==> src/rtl/an_pkg.sv <==
// rtl/an_pkg.sv - shared constants and result type for the A=13 AN-code decode path
package an_pkg;

   localparam int AN_A    = 13;
   localparam int AN_CW_W = 6;
   localparam int AN_Q_W  = 3;
   localparam int AN_R_W  = 4;

   // One decoded codeword: quotient is the data, residue nonzero flags corruption
   typedef struct packed {
      logic [AN_Q_W-1:0] q;
      logic [AN_R_W-1:0] r;
      logic              error;
   } an_result_t;

endpackage

==> src/rtl/barrett_n13.sv <==
// rtl/barrett_n13.sv - combinational Barrett divide-by-13 for 6-bit AN codewords
module barrett_n13
   import an_pkg::*;
(
   input  logic [AN_CW_W-1:0] codeword,
   output logic [AN_Q_W-1:0]  q,
   output logic [AN_R_W-1:0]  r,
   output logic               error,
   output logic [AN_Q_W-1:0]  dbg_q_est,
   output logic               dbg_corr
);

   // floor(2^8 / 13): the estimate is low by at most one over the 6-bit range
   localparam logic [10:0] BM = 11'((1 << 8) / AN_A);

   logic [10:0] prod;
   logic [5:0]  qa;
   logic [5:0]  r_est;
   logic [5:0]  r_fix;
   logic [2:0]  q_est;
   logic        corr;
   logic        unused_bits;

   // Estimate quotient by reciprocal multiply, then one conditional correction step
   always_comb begin
      prod  = {5'd0, codeword} * BM;
      q_est = prod[10:8];
      qa    = {3'd0, q_est} * 6'(AN_A);
      r_est = codeword - qa;
      corr  = (r_est >= 6'(AN_A));
      r_fix = corr ? (r_est - 6'(AN_A)) : r_est;
      q     = corr ? (q_est + 3'd1) : q_est;
      r     = r_fix[3:0];
      error = (r_fix[3:0] != 4'd0);
   end

   assign dbg_q_est   = q_est;
   assign dbg_corr    = corr;
   assign unused_bits = ^{prod[7:0], r_fix[5:4]};

endmodule

==> src/rtl/an_decode_sched.sv <==
// rtl/an_decode_sched.sv - two-requester round-robin front end for one barrett_n13 decoder (optional error counter: AN_SCHED_ERR_CNT_EN)
module an_decode_sched
   import an_pkg::*;
#(
   parameter int A     = AN_A,
   parameter int CW_W  = AN_CW_W,
   parameter int Q_W   = AN_Q_W,
   parameter int R_W   = AN_R_W,
   parameter int CNT_W = 8
)(
   input  logic             clk,
   input  logic             rst_n,
   input  logic             req0_valid,
   input  logic [CW_W-1:0]  req0_word,
   output logic             req0_ready,
   input  logic             req1_valid,
   input  logic [CW_W-1:0]  req1_word,
   output logic             req1_ready,
   output logic             out_valid,
   input  logic             out_ready,
   output logic             out_src,
   output logic [Q_W-1:0]   out_q,
   output logic [R_W-1:0]   out_r,
   output logic             out_error,
   input  logic             clr_cnt,
   output logic [CNT_W-1:0] err_cnt
);

   // The decoder is hard-wired for A=13 and its widths
   if (A != AN_A || CW_W != AN_CW_W || Q_W != AN_Q_W || R_W != AN_R_W) begin : g_param_check
      $error("an_decode_sched: A/width parameters must match barrett_n13");
   end

   logic            s1_valid_q, s1_valid_d;
   logic [CW_W-1:0] s1_word_q, s1_word_d;
   logic            s1_src_q, s1_src_d;
   logic            out_valid_q, out_valid_d;
   logic            out_src_q, out_src_d;
   an_result_t      res_q, res_d;
   logic            rr_ptr_q, rr_ptr_d;
   an_result_t      dec;
   logic            advance, grant0, grant1, accept;
   logic [Q_W-1:0]  unused_q_est;
   logic            unused_corr;

   barrett_n13 u_barrett (
      .codeword  (s1_word_q),
      .q         (dec.q),
      .r         (dec.r),
      .error     (dec.error),
      .dbg_q_est (unused_q_est),
      .dbg_corr  (unused_corr)
   );

   // Arbitrate, then move S1->S2 and accept a new word whenever the output is free
   always_comb begin
      advance     = !out_valid_q || out_ready;
      grant1      = req1_valid && (!req0_valid || rr_ptr_q);
      grant0      = req0_valid && !grant1;
      accept      = (req0_valid || req1_valid) && advance;
      s1_valid_d  = s1_valid_q;
      s1_word_d   = s1_word_q;
      s1_src_d    = s1_src_q;
      out_valid_d = out_valid_q;
      out_src_d   = out_src_q;
      res_d       = res_q;
      rr_ptr_d    = rr_ptr_q;
      if (advance) begin
         s1_valid_d  = accept;
         s1_word_d   = grant1 ? req1_word : req0_word;
         s1_src_d    = grant1;
         out_valid_d = s1_valid_q;
         out_src_d   = s1_src_q;
         res_d       = dec;
      end
      // The loser of this grant gets priority next time
      if (accept) begin
         rr_ptr_d = !grant1;
      end
   end

   // Pipeline and arbiter state; reset drops anything in flight
   always_ff @(posedge clk or negedge rst_n) begin
      if (!rst_n) begin
         s1_valid_q  <= 1'b0;
         s1_word_q   <= '0;
         s1_src_q    <= 1'b0;
         out_valid_q <= 1'b0;
         out_src_q   <= 1'b0;
         res_q       <= '0;
         rr_ptr_q    <= 1'b0;
      end else begin
         s1_valid_q  <= s1_valid_d;
         s1_word_q   <= s1_word_d;
         s1_src_q    <= s1_src_d;
         out_valid_q <= out_valid_d;
         out_src_q   <= out_src_d;
         res_q       <= res_d;
         rr_ptr_q    <= rr_ptr_d;
      end
   end

   // Readies are forced low while reset is held
   assign req0_ready = grant0 && advance && rst_n;
   assign req1_ready = grant1 && advance && rst_n;
   assign out_valid  = out_valid_q;
   assign out_src    = out_src_q;
   assign out_q      = res_q.q;
   assign out_r      = res_q.r;
   assign out_error  = res_q.error;

`ifdef AN_SCHED_ERR_CNT_EN
   logic [CNT_W-1:0] err_cnt_q, err_cnt_d;

   // Count delivered bad codewords, saturating; clear wins over increment
   always_comb begin
      err_cnt_d = err_cnt_q;
      if (clr_cnt) begin
         err_cnt_d = '0;
      end else if (out_valid_q && out_ready && res_q.error && (err_cnt_q != {CNT_W{1'b1}})) begin
         err_cnt_d = err_cnt_q + {{(CNT_W-1){1'b0}}, 1'b1};
      end
   end

   // Error counter register
   always_ff @(posedge clk or negedge rst_n) begin
      if (!rst_n) begin
         err_cnt_q <= '0;
      end else begin
         err_cnt_q <= err_cnt_d;
      end
   end

   assign err_cnt = err_cnt_q;
`else
   logic unused_clr_cnt;
   assign unused_clr_cnt = clr_cnt;
   assign err_cnt        = '0;
`endif

endmodule

==> config.mk <==
export PLATFORM = sky130hd
export DESIGN_NAME = an_decode_sched
export DESIGN_NICKNAME = d
export VERILOG_FILES = /design/src/rtl/an_pkg.sv /design/src/rtl/barrett_n13.sv /design/src/rtl/an_decode_sched.sv
export SDC_FILE = /design/constraint.sdc
export NUM_CORES = 1
export LEC_CHECK = 0
export ABC_CLOCK_PERIOD_IN_PS = 5700
export CAP_MARGIN = 15
export CORE_UTILIZATION = 53
export CTS_BUF_LIST = sky130_fd_sc_hd__clkbuf_2
export DETAILED_ROUTE_END_ITERATION = 12
export PLACE_DENSITY = 0.84
export SYNTH_ARGS = -nofsm -noshare
export SYNTH_HDL_FRONTEND = slang
export SYNTH_SLANG_ARGS = --single-unit
==> constraint.sdc <==
create_clock -name clk -period 5.7 [get_ports clk]
set_input_delay 0.57 -clock clk [delete_from_list [all_inputs] [get_ports clk]]
set_output_delay 0.57 -clock clk [all_outputs]
set_load 0.03 [all_outputs]
==> results of run 1 <==
worst max-delay path: cells and delay by family (launching register included):
family / cells / cell delay (ps)
adders and majority gates: 6 / 2240
and+or+nand+nor: 9 / 1980
DFF: 1 / 500
AOI/OAI and AO/OA: 2 / 360
muxes: 1 / 110
buffers and inverters: 1 / 60
sequential cells by signal, indices dropped and copies added (netlist names):
name / flops
out_error: 1
s1_src_q: 1
out_r: 4
out_valid: 1
s1_valid_q: 1
rr_ptr_q: 1
out_q: 3
s1_word_q: 6
out_src: 1
metal layers:
layer | track usage | vias up | wire, um
li1 | - | 724 | -
met1 | 0.262 | 655 | 1540
met4 | 0.0399 | 0 | 29
met5 | 0 | - | 0
met3 | 0.0455 | 4 | 110
met2 | 0.381 | 36 | 1680
stage by stage:
step	std cells	utilization	hold WS, ps	cell area [um^2]
6_report	269	0.674	490	2110
5_1_grt	269	0.674	518	2110
4_1_cts	269	0.669	493	2090
3_5_place_dp	265	0.662	452	2070
3_3_place_gp	265	0.662	440	2070
2_1_floorplan	204	-	274	1800
cells by family after synthesis:
family	Yosys count
xor+xnor	7
compound gates	39
flops	19
buf+inv	29
other cells	1
simple gates	64
fa+ha+maj	27
mux	11
layout by cell type (no fill, tap or decap), drive strengths merged, types with 8 or more instances in the layout:
cell type,instances
inv,14
nand3,10
clkdlybuf4s50,28
nand2,20
dfrtp,19
o21ai,16
conb,8
mux2i,10
nor2,13
ha,23
area by class of cell:
cell class / instances / area share
multi-input combinational: 156 / 0.565
sequential: 19 / 0.226
timing repair buffer: 32 / 0.147
tap: 44 / 0.0261
inverter: 14 / 0.0249
clock buffer: 3 / 0.00712
clock inverter: 1 / 0.00356
timing repair:
action                     in CTS  in global routing
setup endpoints to repair       0                  1
hold endpoints to repair        0                  0
gates resized for setup         0                  6
worst max path at each step:
| stage | cells past startpoint | endpoint | startpoint | slack (ps) |
|---|---|---|---|---|
| 4_1_cts | 18 | out_error | s1_word_q[4] | 260 |
| 2_1_floorplan | 19 | out_error | s1_word_q[1] | 690 |
| 5_1_grt | 19 | out_error | s1_word_q[4] | 70 |
| 6_report | 19 | out_error | s1_word_q[4] | 370 |
| 3_5_place_dp | 18 | out_error | s1_word_q[4] | 300 |
| 3_3_place_gp | 18 | out_error | s1_word_q[4] | 460 |
==> results.toml, run 1 <==
[outcome]
outcome = "complete, no violations"

[yosys]
average_instance_area_after_synthesis_um2 = 9.02
postSynth.asyncResetShare = 1.00
yosys.area_share.simple = 0.193
yosys.area_share.adder = 0.207
synth_area_leader_cell = "dfrtp_1"
synthMostInstantiatedCell = "ha_1"
synth.lib_cells_used.distinct = 44
netlist_top_cells_count = "ha_1 (23), nand2_1 (20), dfrtp_1 (19), o21ai_0 (15), inv_1 (14)"
synth_seq_area_share = 0.268
yosys_register_bits = 19
synth.cell_area_um2 = 1780
netlist_top_cells_area = "dfrtp_1 (27%), ha_1 (16%), mux2i_1 (5.6%), fa_1 (4.5%), nand2_1 (4.2%)"
synth_edf_count = 0
synth_compound_area_frac = 0.149
largest_family_of_logic_cells_by_synthesized_area = "adder cells"
yosys_warnings = 0
postSynth.topFlopCell = "dfrtp_1"
yosys.area.top_type_share = 0.268
post_synth_xor_area_fraction = 0.0345
synth.mux.area_fraction = 0.0627
postSynthCellCount = 197

[min_path]
holdPathEnd = "s1_valid_q"
hold_path_depth = 2
worst_hold_path_type = "reg -> reg"
hold_start = "s1_valid_q"

[critical_path]
critical_path_required_ps = 5930
worstPathCellList = "ha_1, fa_1, ha_1, nand3_1, a211oi_4, or2_2, or3_1, and2_1, ha_1, inv_1, fa_1, ha_2, or2_2, nor2_1, mux2i_1, nand4_1, nand3_4, nor4bb_1, o41ai_1"
timing.critical_path.arrival_ps = 5570
worst_r2r_endpoint = "out_error"
timing.critical_path.to_type = "flop"
cp_max_fo = 10
critical-path-top-cell-by-count = "ha_1"
path_class = "reg -> reg"
cp_slowest_stage_delay_ps = 510
critPathSlowestCell = "fa_1"
r2r_setup_slack_ps = 370
timing.critical_path.from_type = "flop"
worst_r2r_startpoint = "s1_word_q[4]"
r2r.worst_path.cells = 19

[die]
ioPinCount = 38
core_um2 = 3130
die-area_um2 = 3590
die_w_um = 59.9
std_cell_rows = 20
die_height_um = 59.9
initial_core_util = 0.568

[layout]
area_used_by_sequential_logic_in_the_layout_um2 = 477
num_antenna_cells = 0
flow.area_growth_from_synthesis_pct = 18.7
multiInputGateArea_um2 = 1190
drive_above_1_share = 0.0889
design.final.nets = 271
fillerInstances = 255

[cts]
path_clk_slew_ps = 190
cts-htree-levels = 1
clock_sinks = 19
post-cts-setup-buffer-count = 0
tritoncts_buffers = 3
clockBufferDepth = 2
clock_tree_from_tritoncts = "done"
root_buffer = "clkbuf_2"
clock_latency_ps = 310
cts-hold-fix-buffers = 0

[sta]
layout_setup_ws_ps = 365
total_negative_slack_for_setup_checks_ps = 0
timing.final.max_slew_violations = 0
period_minus_slack_ps = 5330
timing.final.setup_violations = 0
skew_ps = 1.51
max_slew_margin = 0.406
final_min_period_over_clock_period = 0.936
grt_setup_unrepaired = "false"
clock.fmax_mhz = 187
worst_slew_pin_slew_ps = 888
report.final.hold_viol_count = 0

[global_route]
largest_net_degree_at_the_start_of_global_routing = 27
grt_ovf = 0
grt_use_total = 0.212
grt_antenna_before_repair = 0
number_of_global_route_vias_before_repair = 1323
global_route_wire_length_before_repair_um = 5700

[routing]
drc = 0
wl_um = 3360
dr.first_iter.drc_count = 47
wl_per_cell_um = 12.5
route.vias.total = 1419
viasPerCell = 5.28
ant_nets = 0
drt-pass1-iter-count = 4

[placement]
numPortBuffers = 28
dp.final_hpwl_um = 2760
final_weighted_congestion_in_routability_driven_placement = 0.821
setup_slack_at_placement_ps = 304

[job]
max_cap_violations = 0
Power of run 1 is left out: the tool's default activity adds up to more than one toggle a clock period on the data nets, which glitch-free logic cannot reach.
==> run 2, diff against run 1 <==
- CELL_PAD_IN_SITES_DETAIL_PLACEMENT: unset -> 2
- CELL_PAD_IN_SITES_GLOBAL_PLACEMENT: unset -> 2
- CORE_UTILIZATION: 53 -> 32
==> run 2 against run 1 <==
Effect of this change:
- maximum frequency shrank 1.7%
- count of clock-buffer cells in the layout is the same
- wire length grew 41%
- global-route usage shrank 3.6 points
- clock skew grew 0.52 ps
==> results.toml, run 2 (synthesis gave the netlist of run 1 again) <==
[outcome]
outcome = "complete, no violations"

[routing]
dr.first_iter.drc_count = 24
wl_per_cell_um = 15.9
wl_um = 4730
drc = 0
drt-pass1-iter-count = 3
route.vias.total = 1521
viasPerCell = 5.10
ant_nets = 0

[global_route]
number_of_global_route_vias_before_repair = 1731
largest_net_degree_at_the_start_of_global_routing = 21
grt_antenna_before_repair = 0
grt_use_total = 0.176
grt_ovf = 0
global_route_wire_length_before_repair_um = 8220

[layout]
design.final.nets = 274
flow.area_growth_from_synthesis_pct = 21.1
most_common_cell_after_layout_fill_and_taps_aside = "clkdlybuf4s50_1"
largest_register_ff_count = 6
final_core_utilization = 0.411
layout.cells.most_common_list = "clkdlybuf4s50_1 (28), ha_1 (23), nand2_1 (20)"
largest-register = "s1_word_q"
num_antenna_cells = 0
final_cell_area_um2 = 2150
drive_above_1_share = 0.0921

[die]
std_cell_rows = 26
core_um2 = 5240
die-area_um2 = 5850
ioPinCount = 38
die_height_um = 76.5
initial_core_util = 0.339
die_w_um = 76.5

[sta]
clock.fmax_mhz = 184
final_min_period_over_clock_period = 0.952
grt_setup_unrepaired = "false"
total_negative_slack_for_setup_checks_ps = 0
timing.final.setup_violations = 0
report.final.hold_viol_count = 0
worst_slew_pin_slew_ps = 919
skew_ps = 2.02
max_slew_margin = 0.386
fin_worst_hold_slack_ps = 509
timing.final.max_slew_violations = 0
period_minus_slack_ps = 5430

[cts]
path_clk_slew_ps = 190
root_buffer = "clkbuf_2"
cts-htree-levels = 1
clock_latency_ps = 300
clockBufferDepth = 2
tritoncts_buffers = 3
clock_tree_from_tritoncts = "done"
cts-hold-fix-buffers = 0
clock_sinks = 19

[job]
max_cap_violations = 0

[critical_path]
path_class = "reg -> reg"
r2r.worst_path.cells = 20
r2r_setup_slack_ps = 270
cp_max_fo = 8
critical_path_required_ps = 5910
timing.critical_path.arrival_ps = 5640
timing.critical_path.to_type = "flop"
timing.critical_path.from_type = "flop"

[placement]
final_weighted_congestion_in_routability_driven_placement = 0.735
numPortBuffers = 28
dpl_cell_area_um2 = 2130
dp.final_hpwl_um = 3970

[min_path]
hold_path_depth = 1
worst_hold_path_type = "reg -> reg"
## run 2: changes by cell type in the layout (fill, tap and decap cells not counted), sizes merged
| cell | previous run | this run |
|---|---|---|
| clkinvlp | 1 | 0 |
| buf | 4 | 7 |
| clkinv | 0 | 1 |
## run 2: area by class of cell
class | count | area [um^2]
inverters | 14 | 52.6
repair buffers | 35 | 333
well taps | 70 | 87.6
clock inverters | 1 | 5.00
multi-input cells | 156 | 1180
flip-flops and latches | 19 | 475
fillers | 600 | 3090
clock buffers | 3 | 15.0
## run 2: repair_timing
action / 4_1_cts / 5_1_grt
endpoints found under the setup margin: 0 / 6
gates resized for setup: 0 / 2
setup buffers: 0 / 0
## run 2: routing by layer
layer	up-vias	global-route usage	wire, um
li1	726	-	-
met1	761	0.195	1910
met2	30	0.354	2670
met3	4	0.0156	118
met4	0	0.0423	35
met5	-	0	0
## run 2: final timing paths
kind | startpoint | end
worst max-delay path | s1_word_q[3] | out_q[1]
worst min-delay path | rr_ptr_q | rr_ptr_q
worst max register to register | s1_word_q[3] | out_q[1]
worst min register to register | rr_ptr_q | rr_ptr_q
max in group asynchronous | rst_n | out_q[1]
min in group asynchronous | rst_n | s1_valid_q
## run 2: per-stage QoR
stage | cells | setup WS (ps)
after detailed placement | 294 | 70.7
after floorplan | 204 | 691
final | 298 | 273
after CTS | 298 | 62.4
after global placement | 294 | 412
after global routing | 298 | 51.9
## run 2: worst max-delay path: stages (launching register included)
cell,delay (ps)
dfrtp_1,510
ha_1,320
ha_1,290
ha_1,320
o21ai_0,250
a211oi_2,110
or2_2,310
or3_1,360
and2_1,190
ha_1,310
inv_1,90
fa_1,430
ha_1,420
or2_2,360
nor2_1,110
mux2i_1,100
nand4_1,170
nand3_4,130
buf_4,190
mux2i_1,110
o21ai_0,250
Power of run 2 is left out for the same reason.
==> run 3, diff against run 2 <==
- CAP_MARGIN: 15 -> 0
- TNS_END_PERCENT: unset -> 5
==> results of run 3 <==
The final DEF is identical to that of run 2; final timing and power are the same.
Power of run 3 is left out for the same reason.
